$ cat src/rtl/pong_game_engine.sv
// pong_game_engine
//   Game-logic core for Pong. On each rising edge of the slow game clock it
//   moves both paddles from the debounced buttons, then advances the ball.
//   The ball bounces off the top and bottom walls and off paddle faces. When a
//   player misses, the opponent scores in BCD. A win freezes the game until
//   reset. Every y value is in the display-shifted domain
//   (stored y = screen y + disp_shift).
//
// Ports
//   clk100Hz      in   game tick; one update per rising edge
//   reset         in   asynchronous, active-high
//   pause         in   1 = hold every register
//   btn[3:0]      in   active-high: [3] p1 up, [2] p1 down, [1] p2 up, [0] p2 down
//   score_*_*     out  BCD digits of each player's score
//   paddle_*_y    out  paddle top y (shifted)
//   ball_x/_y     out  ball top-left corner
//   winner        out  00 none, 01 player 1, 10 player 2
//   dbg_state     out  FSM state: 0 SERVE, 1 PLAY, 2 GAME_OVER
module pong_game_engine #(
    parameter int upper_lim_y       = 470,
    parameter int lower_lim_y       = 5,
    parameter int upper_lim_x       = 640,
    parameter int lower_lim_x       = 10,
    parameter int BALL_SIZE         = 5,
    parameter int initial_ball_x    = 325,
    parameter int initial_ball_y    = 285,
    parameter int initial_dx        = 1,
    parameter int initial_dy        = 1,
    parameter int paddle_size_x     = 10,
    parameter int paddle_size_y     = 100,
    parameter int disp_shift        = 50,
    parameter int paddle_1_x        = 15,
    parameter int paddle_2_x        = 630,
    parameter int initial_paddle_dy = 3,
    parameter int initial_paddle_y  = 250,
    parameter int SERVE_TICKS       = 100,
    parameter int WIN_SCORE         = 11
) (
    input  logic       clk100Hz,
    input  logic       reset,
    input  logic       pause,
    input  logic [3:0] btn,
    output logic [3:0] score_1_ones,
    output logic [3:0] score_1_tens,
    output logic [3:0] score_2_ones,
    output logic [3:0] score_2_tens,
    output logic [9:0] paddle_1_y,
    output logic [9:0] paddle_2_y,
    output logic [9:0] ball_x,
    output logic [9:0] ball_y,
    output logic [1:0] winner,
    output logic [1:0] dbg_state
);

    localparam logic [1:0] ST_SERVE = 2'd0;
    localparam logic [1:0] ST_PLAY  = 2'd1;
    localparam logic [1:0] ST_OVER  = 2'd2;

    // All geometry is evaluated in 11 bits so that sums near the bottom edge
    // cannot wrap.
    localparam logic [10:0] YMIN    = 11'(lower_lim_y + disp_shift);
    localparam logic [10:0] YMAX    = 11'(upper_lim_y + disp_shift);
    localparam logic [10:0] PMAX    = 11'(upper_lim_y + disp_shift - paddle_size_y);
    localparam logic [10:0] PH      = 11'(paddle_size_y);
    localparam logic [10:0] PSTEP   = 11'(initial_paddle_dy);
    localparam logic [10:0] BS      = 11'(BALL_SIZE);
    localparam logic [10:0] DX      = 11'(initial_dx);
    localparam logic [10:0] DY      = 11'(initial_dy);
    localparam logic [10:0] XMIN    = 11'(lower_lim_x);
    localparam logic [10:0] XMAX    = 11'(upper_lim_x);
    localparam logic [10:0] P1_FACE = 11'(paddle_1_x + paddle_size_x);
    localparam logic [10:0] P2_FACE = 11'(paddle_2_x);
    localparam logic [10:0] INIT_BX = 11'(initial_ball_x);
    localparam logic [10:0] INIT_BY = 11'(initial_ball_y);
    localparam logic [9:0]  INIT_PY = 10'(initial_paddle_y);
    localparam logic [7:0]  WIN_BCD = {4'(WIN_SCORE / 10), 4'(WIN_SCORE % 10)};
    localparam int          CNT_W   = $clog2(SERVE_TICKS + 1);
    localparam logic [CNT_W-1:0] SERVE_LAST = CNT_W'(SERVE_TICKS - 1);

    logic [1:0]       state_q, state_d;
    logic [CNT_W-1:0] cnt_q, cnt_d;
    logic [9:0]       ball_x_q, ball_y_q, pad_1_q, pad_2_q;
    logic [10:0]      ball_x_d, ball_y_d, pad_1_d, pad_2_d;
    logic             right_q, right_d, down_q, down_d;
    logic [7:0]       s1_q, s1_d, s2_q, s2_d;   // {tens, ones}
    logic [1:0]       winner_q, winner_d;

    logic [10:0] bx, by, p1, p2;
    logic        hit_1, hit_2, point_1, point_2;
    logic [7:0]  s_new;

    assign bx = {1'b0, ball_x_q};
    assign by = {1'b0, ball_y_q};
    assign p1 = {1'b0, pad_1_q};
    assign p2 = {1'b0, pad_2_q};

    function automatic logic [10:0] move_paddle(input logic [10:0] y, input logic up,
                                                 input logic dn);
        logic [10:0] r;
        r = y;
        if (up && !dn)      r = (y < YMIN + PSTEP) ? YMIN : y - PSTEP;
        else if (dn && !up) r = (y + PSTEP > PMAX) ? PMAX : y + PSTEP;
        return r;
    endfunction

    function automatic logic overlap(input logic [10:0] ball_top, input logic [10:0] pad_top);
        return (ball_top + BS > pad_top) && (ball_top < pad_top + PH);
    endfunction

    // BCD increment that saturates at 99.
    function automatic logic [7:0] bcd_inc(input logic [7:0] s);
        if (s == 8'h99)        return s;
        if (s[3:0] == 4'd9)    return {s[7:4] + 4'd1, 4'd0};
        return {s[7:4], s[3:0] + 4'd1};
    endfunction

    always_comb begin
        state_d  = state_q;
        cnt_d    = cnt_q;
        ball_x_d = bx;
        ball_y_d = by;
        right_d  = right_q;
        down_d   = down_q;
        pad_1_d  = p1;
        pad_2_d  = p2;
        s1_d     = s1_q;
        s2_d     = s2_q;
        winner_d = winner_q;
        hit_1    = 1'b0;
        hit_2    = 1'b0;
        point_1  = 1'b0;
        point_2  = 1'b0;
        s_new    = 8'h00;
        if (!pause && state_q != ST_OVER) begin
            pad_1_d = move_paddle(p1, btn[3], btn[2]);
            pad_2_d = move_paddle(p2, btn[1], btn[0]);
            if (state_q == ST_SERVE) begin
                if (cnt_q == SERVE_LAST) begin
                    state_d = ST_PLAY;
                    cnt_d   = '0;
                end else begin
                    cnt_d = cnt_q + CNT_W'(1);
                end
            end else begin
                // Vertical axis: independent of anything horizontal.
                if (down_q) begin
                    if (by + DY + BS >= YMAX) begin
                        ball_y_d = YMAX - BS;
                        down_d   = 1'b0;
                    end else begin
                        ball_y_d = by + DY;
                    end
                end else if (by <= YMIN + DY) begin
                    ball_y_d = YMIN;
                    down_d   = 1'b1;
                end else begin
                    ball_y_d = by - DY;
                end
                // Horizontal axis: a hit needs the leading face to reach the
                // paddle face on this step while the ball overlaps vertically.
                hit_1   = !right_q && (bx >= P1_FACE) && (bx <= P1_FACE + DX) && overlap(by, p1);
                hit_2   = right_q && (bx + BS <= P2_FACE) && (bx + DX + BS >= P2_FACE)
                          && overlap(by, p2);
                point_2 = !right_q && (bx <= XMIN + DX);
                point_1 = right_q && (bx + DX + BS >= XMAX);
                if (hit_1) begin
                    ball_x_d = P1_FACE;
                    right_d  = 1'b1;
                end else if (hit_2) begin
                    ball_x_d = P2_FACE - BS;
                    right_d  = 1'b0;
                end else if (point_1 || point_2) begin
                    s_new = point_1 ? bcd_inc(s1_q) : bcd_inc(s2_q);
                    if (point_1) s1_d = s_new;
                    else         s2_d = s_new;
                    if (s_new == WIN_BCD) begin
                        // Final point: the ball stays where the miss happened.
                        state_d  = ST_OVER;
                        winner_d = point_1 ? 2'b01 : 2'b10;
                        ball_x_d = bx;
                        ball_y_d = by;
                        down_d   = down_q;
                    end else begin
                        // Re-serve from centre, heading back toward the side
                        // that just won the point; y direction carries over.
                        state_d  = ST_SERVE;
                        cnt_d    = '0;
                        ball_x_d = INIT_BX;
                        ball_y_d = INIT_BY;
                        right_d  = point_2;
                    end
                end else begin
                    ball_x_d = right_q ? bx + DX : bx - DX;
                end
            end
        end
    end

    always_ff @(posedge clk100Hz or posedge reset) begin
        if (reset) begin
            state_q  <= ST_SERVE;
            cnt_q    <= '0;
            ball_x_q <= INIT_BX[9:0];
            ball_y_q <= INIT_BY[9:0];
            right_q  <= 1'b1;
            down_q   <= 1'b1;
            pad_1_q  <= INIT_PY;
            pad_2_q  <= INIT_PY;
            s1_q     <= 8'h00;
            s2_q     <= 8'h00;
            winner_q <= 2'b00;
        end else begin
            state_q  <= state_d;
            cnt_q    <= cnt_d;
            ball_x_q <= ball_x_d[9:0];
            ball_y_q <= ball_y_d[9:0];
            right_q  <= right_d;
            down_q   <= down_d;
            pad_1_q  <= pad_1_d[9:0];
            pad_2_q  <= pad_2_d[9:0];
            s1_q     <= s1_d;
            s2_q     <= s2_d;
            winner_q <= winner_d;
        end
    end

    assign score_1_ones = s1_q[3:0];
    assign score_1_tens = s1_q[7:4];
    assign score_2_ones = s2_q[3:0];
    assign score_2_tens = s2_q[7:4];
    assign paddle_1_y   = pad_1_q;
    assign paddle_2_y   = pad_2_q;
    assign ball_x       = ball_x_q;
    assign ball_y       = ball_y_q;
    assign winner       = winner_q;
    assign dbg_state    = state_q;

endmodule

$ cat config.mk
export PLATFORM = sky130hd
export DESIGN_NAME = pong_game_engine
export DESIGN_NICKNAME = d
export VERILOG_FILES = /design/src/rtl/pong_game_engine.sv
export SDC_FILE = /design/constraint.sdc
export NUM_CORES = 1
export LEC_CHECK = 0
export CAP_MARGIN = 20
export CORE_UTILIZATION = 40
export CTS_CLUSTER_SIZE = 8
export DETAILED_ROUTE_END_ITERATION = 8
export GPL_ROUTABILITY_DRIVEN = 1
export PLACE_DENSITY = 0.64
export RECOVER_POWER = 50
export SETUP_SLACK_MARGIN = 0.05
export SYNTH_ARGS = -nofsm -noshare
export SYNTH_HDL_FRONTEND = slang
export SYNTH_SLANG_ARGS = --single-unit
$ cat constraint.sdc
create_clock -name clk100Hz -period 10.9 [get_ports clk100Hz]
set_clock_uncertainty 0.1 [all_clocks]
set_input_delay 2.18 -clock clk100Hz [delete_from_list [all_inputs] [get_ports clk100Hz]]
set_output_delay 2.18 -clock clk100Hz [all_outputs]
set_load 0.02 [all_outputs]
Yosys cells after proc, flatten, opt, wreduce, memory -nomap -nowiden:

Cells that the tools add are included.

* add/sub/neg operators: 19
* $mul: 0
* divide/modulo/power cells: 0
* magnitude comparators: 16
* equal/unequal tests: 13
* shift-type cells: 0
* muxes and demuxes: 89
* bitwise gates (word level): 4
* reductions and logical operators: 36

Operators with widths (count)
* 2-to-1 mux 10 bit: 20
* 2-to-1 mux 8 bit: 19
* 2-to-1 mux 7 bit: 6
* 2-to-1 mux 1 bit: 37
* greater-or-equal comparator 11 x 10 -> 1 bit (second input constant): 3
* adder 10 x 1 -> 11 bit (second input constant): 2
* adder 10 x 2 -> 11 bit (second input constant): 2
* adder 10 x 3 -> 11 bit (second input constant): 2
* adder 10 x 7 -> 11 bit (second input constant): 2
* adder 11 x 3 -> 11 bit (second input constant): 2
* greater-than comparator 11 x 10 -> 1 bit: 2
* greater-than comparator 11 x 9 -> 1 bit (second input constant): 2
* < comparator 10 x 11 -> 1 bit: 2
* < comparator 10 x 6 -> 1 bit (second input constant): 2
* subtractor 10 x 1 -> 10 bit (second input constant): 2
* subtractor 10 x 2 -> 10 bit (second input constant): 2
* AND reduction 6 bit: 3
* adder 4 x 1 -> 4 bit (second input constant): 4
* == test 8 bit (second input constant): 2
* logical AND 1 bit: 15
* 2-to-1 mux 2 bit: 7
* <= comparator 11 x 10 -> 1 bit (second input constant): 1
* greater-or-equal comparator 10 x 5 -> 1 bit (second input constant): 1
* <= comparator 10 x 4 -> 1 bit (second input constant): 1
* other kinds (20): 36

* bits in registers: 69
* bits in latches: 0
* memory bits (writable): 0
* memory bits (read-only): 0
* bits of input ports: 7
* output and inout bits: 60
* memories: 0

Logic depth before layout (Yosys ltp):

* depth after elaboration: 30
* mapped depth: 17
* gate-level depth less buffers: 15

Worst setup path after synthesis:

OpenSTA, ideal clock, no wires.

* kind: register -> register
* start point: register ball_y_q[2], in the netlist ball_y[2]
* end point: register cnt_q[0]
* setup time: 0.144 ns
* arrival time: 3.637 ns
* slack: 7.019 ns
* cell stages (with the launch flop): 16
* path buffers: 3
* clock period less this slack: 3.881 ns
* path through: dfstp_2 clkbuf_1 clkbuf_1 o21ai_0 xnor2_1 ha_1 a21o_1 a21oi_1 nor2_1 a2111oi_0 a21o_1 a21oi_1 and2_1 buf_2 nor4_2 o21ai_0

* longest elaborated chain between the ends: 6
* elaborated cells on any way between the ends: 12
* classes of those cells: add/sub: 1; order compare: 4; eq/ne: 2; reduce/logical: 5

RTL lines
* start: declaration: line 82 `logic [9:0] ball_x_q, ball_y_q, pad_1_q, pad_2_q;`
* start signal: assignment: line 204 `ball_y_q <= INIT_BY[9:0];`
* start signal: assignment: line 216 `ball_y_q <= ball_y_d[9:0];`
* adder 10 x 3 -> 11 bit: line 107 `return (ball_top + BS > pad_top) && (ball_top < pad_top + PH);`
* greater-than comparator 11 x 10 -> 1 bit: line 107
* logical AND 1 bit: line 107
* logical AND 1 bit (on tied branches): line 163, 161
* inequality test 2 bit (no source line)
* AND reduction 5 bit (no source line) *
* end signal: assignment: line 214 `cnt_q <= cnt_d;`
* end: declaration: line 81 `logic [CNT_W-1:0] cnt_q, cnt_d;`

Every way passes the cells marked *; elsewhere a longest branch is shown, timed or not.
A chain may end at the register's enable or synchronous reset.

==> out/metrics.cfg <==
[pwr]
power_per_cell_area_nw_per_um2=232
vdd_drop_max_v=0.000111
totalPowerFinal_mw=2.03
p_leak_nw=3.55

[timing]
drv_slew=70
rsz0062_at_grt=false
finalHoldViolCount=0
timing.fmax_mhz=165
timing.final.crit_share=0.557
setup_violations=0
setup_tns_ns=0
max_slew_margin=-1.59
min_period_ns=6.07
tightest_slew_ns=3.89

[layout]
layout_common_cells=82 x nor2_1, 80 x a21oi_1, 73 x nand2_1
num_antenna_cells=0
fin_area_sq_um=8760
fin_util=0.465
final_cells=1272
area_delta_synth_final_pct=13.5
drive_gt1_frac=0.0672
layout.nets=1086
final_common_cell=nor2_1

[critical_path]
crit_path_end_kind=async pin
setup.worst_path.start=reset
arrival_ns=5.52
ff2ff_path_depth=10
r2r_slack_ns=6.19
r2r_start=ball_x[0]
cp-start-kind=primary input
reg2reg_to=cnt_q[2]
critPathCapture=paddle_1_y[8]
crit_fanout=69
crit_type=primary input to async pin
critPathRequiredTime_ns=10.35

[grt]
grt_max_degree=70
grt_pass1_wl_mm=35.5
grt_pass1_vias=6704
grt_antenna_before_repair=0
grt_usage=0.222
overflow=0

[clock_network]
cts_buffers=9
clk_pin_slew_worst_paths_ns=0.06
clock-sinks=69
htreeDepth=3
cts_root_buffer=clkbuf_16
clk_latency_ns=0.35
ctsResizeCount=0
cts.path.max_buffers=2
cts_tree=built
cts_hold_buf=0
post_cts_buffers=0

[route]
wirelength_mm=21.5
firstDrtPassIters=5
drtIter0Drc=546
drt-wirelength-per-cell_um=16.9
num_vias=7532
post_drt_via_cell_ratio=5.92
drtAntennaViolNets=0
drc_errors=0

[die]
dieWidth_um=141
fp.dieH_um=141
ios=67
rows=50
core_area_sq_um=18800
start_util=0.410
dieArea_sq_um=19900

[placed_design]
globalplace.congestion=0.916
dp_hpwl_mm=15.8
io_buffers=66
dp_cells=1256
postPlaceCellArea_sq_um=8460

[run_status]
status=finished with violations
violations=capacitance limit, slew limit

[synthesis]
synth-warning-count=0
synth_top_cell_by_area=dfrtp_1
synthesis.nets=1065
ys_types=87
async_flop_share=1.00
synth-edff-count=0
synth_top_area_share=0.149
synth.area.top_cells=dfrtp_1 15%, ha_1 12%, dfstp_2 7.8%
synth_cells=987
avgSynthCellArea_sq_um=7.82
synth_seq_cells=69
syn_area_sq_um=7720
ys_seq_area_frac=0.227
ys.flop_type=dfrtp_1

[run]
maxCapViolCount=1

[min_path]
holdCritPathClass=register to register

[stage by stage]
step	hold WS (ns)	worst slack, ns
after floorplan	0.407	6.92
after global placement	0.401	6.13
after detailed placement	0.390	6.08
after CTS	0.414	6.17
after global routing	0.432	3.95
final	0.404	4.83
[state kept, by name (all words and copies together), names as in the netlist]
signal,flops
right_q,1
ball_y,10
dbg_state,2
ball_x,10
paddle_1_y,10
paddle_2_y,10
down_q,1
s2_q,8
winner,2
s1_q,8
cnt_q,7
[layer usage]
layer | part of all wire | wire, um | vias to the layer above | GRT usage
li1 | - | - | 3698 | -
met1 | 0.49 | 10500 | 3572 | 0.317
met2 | 0.44 | 9500 | 239 | 0.343
met3 | 0.062 | 1330 | 23 | 0.0425
met4 | 0.012 | 252 | 0 | 0.0543
met5 | 0 | 0 | - | 0
[where the power goes]
group          total, mW  switching [mW]  internal (mW)
Combinational       1.19           0.661          0.529
Sequential         0.537           0.203          0.334
Clock              0.303           0.121          0.182
Total               2.03           0.985           1.05
[layout make-up]
cell class / count / area (sq um)
clock inverter: 4 / 50.0
sequential: 69 / 1760
multi-input combinational: 802 / 5490
inverter: 57 / 214
fill: 1873 / 10100
tap: 260 / 325
timing repair buffer: 69 / 679
clock buffer: 11 / 243
[critical path, cell delays in order]
cell           delay (ns)
dlygate4sd3_1        0.54
clkinv_1             0.04
clkbuf_1             2.72
[cell usage after synthesis (8+ instances only)]
library cell	count
and2_1	13
mux2i_1	9
o21ai_0	60
nor2_1	82
nor2b_1	13
nand4_1	14
xnor2_1	49
and3_1	10
xor2_1	10
nand2_1	73
inv_1	57
a31oi_1	19
nor3_1	28
clkbuf_1	41
ha_1	71
dfstp_2	23
nand2b_1	12
o22ai_1	13
a22o_1	8
a21o_1	8
buf_2	10
dfrtp_1	46
o31ai_1	10
o21a_1	16
a211oi_1	13
a21oi_1	80
nor4_1	14
or3_1	8
nand3_1	37
[how the worst min path moves through the flow]
stage / start / cells past startpoint / slack (ns) / end
after floorplan: cnt_q[1] / 2 / 0.41 / cnt_q[1]
after global placement: winner[1] / 1 / 0.40 / winner[1]
after detailed placement: winner[1] / 1 / 0.39 / winner[1]
after CTS: winner[1] / 1 / 0.41 / winner[1]
after global routing: winner[1] / 1 / 0.43 / winner[1]
final: winner[1] / 1 / 0.40 / winner[1]
[cell families after synthesis]
logic type | Yosys count | synth area share
compound gates | 314 | 0.277
xor+xnor | 60 | 0.0691
fa+ha+maj | 71 | 0.115
buf+inv | 116 | 0.0610
flops | 69 | 0.227
mux | 18 | 0.0268
simple gates | 339 | 0.224
(Power assumes the default switching activity.)
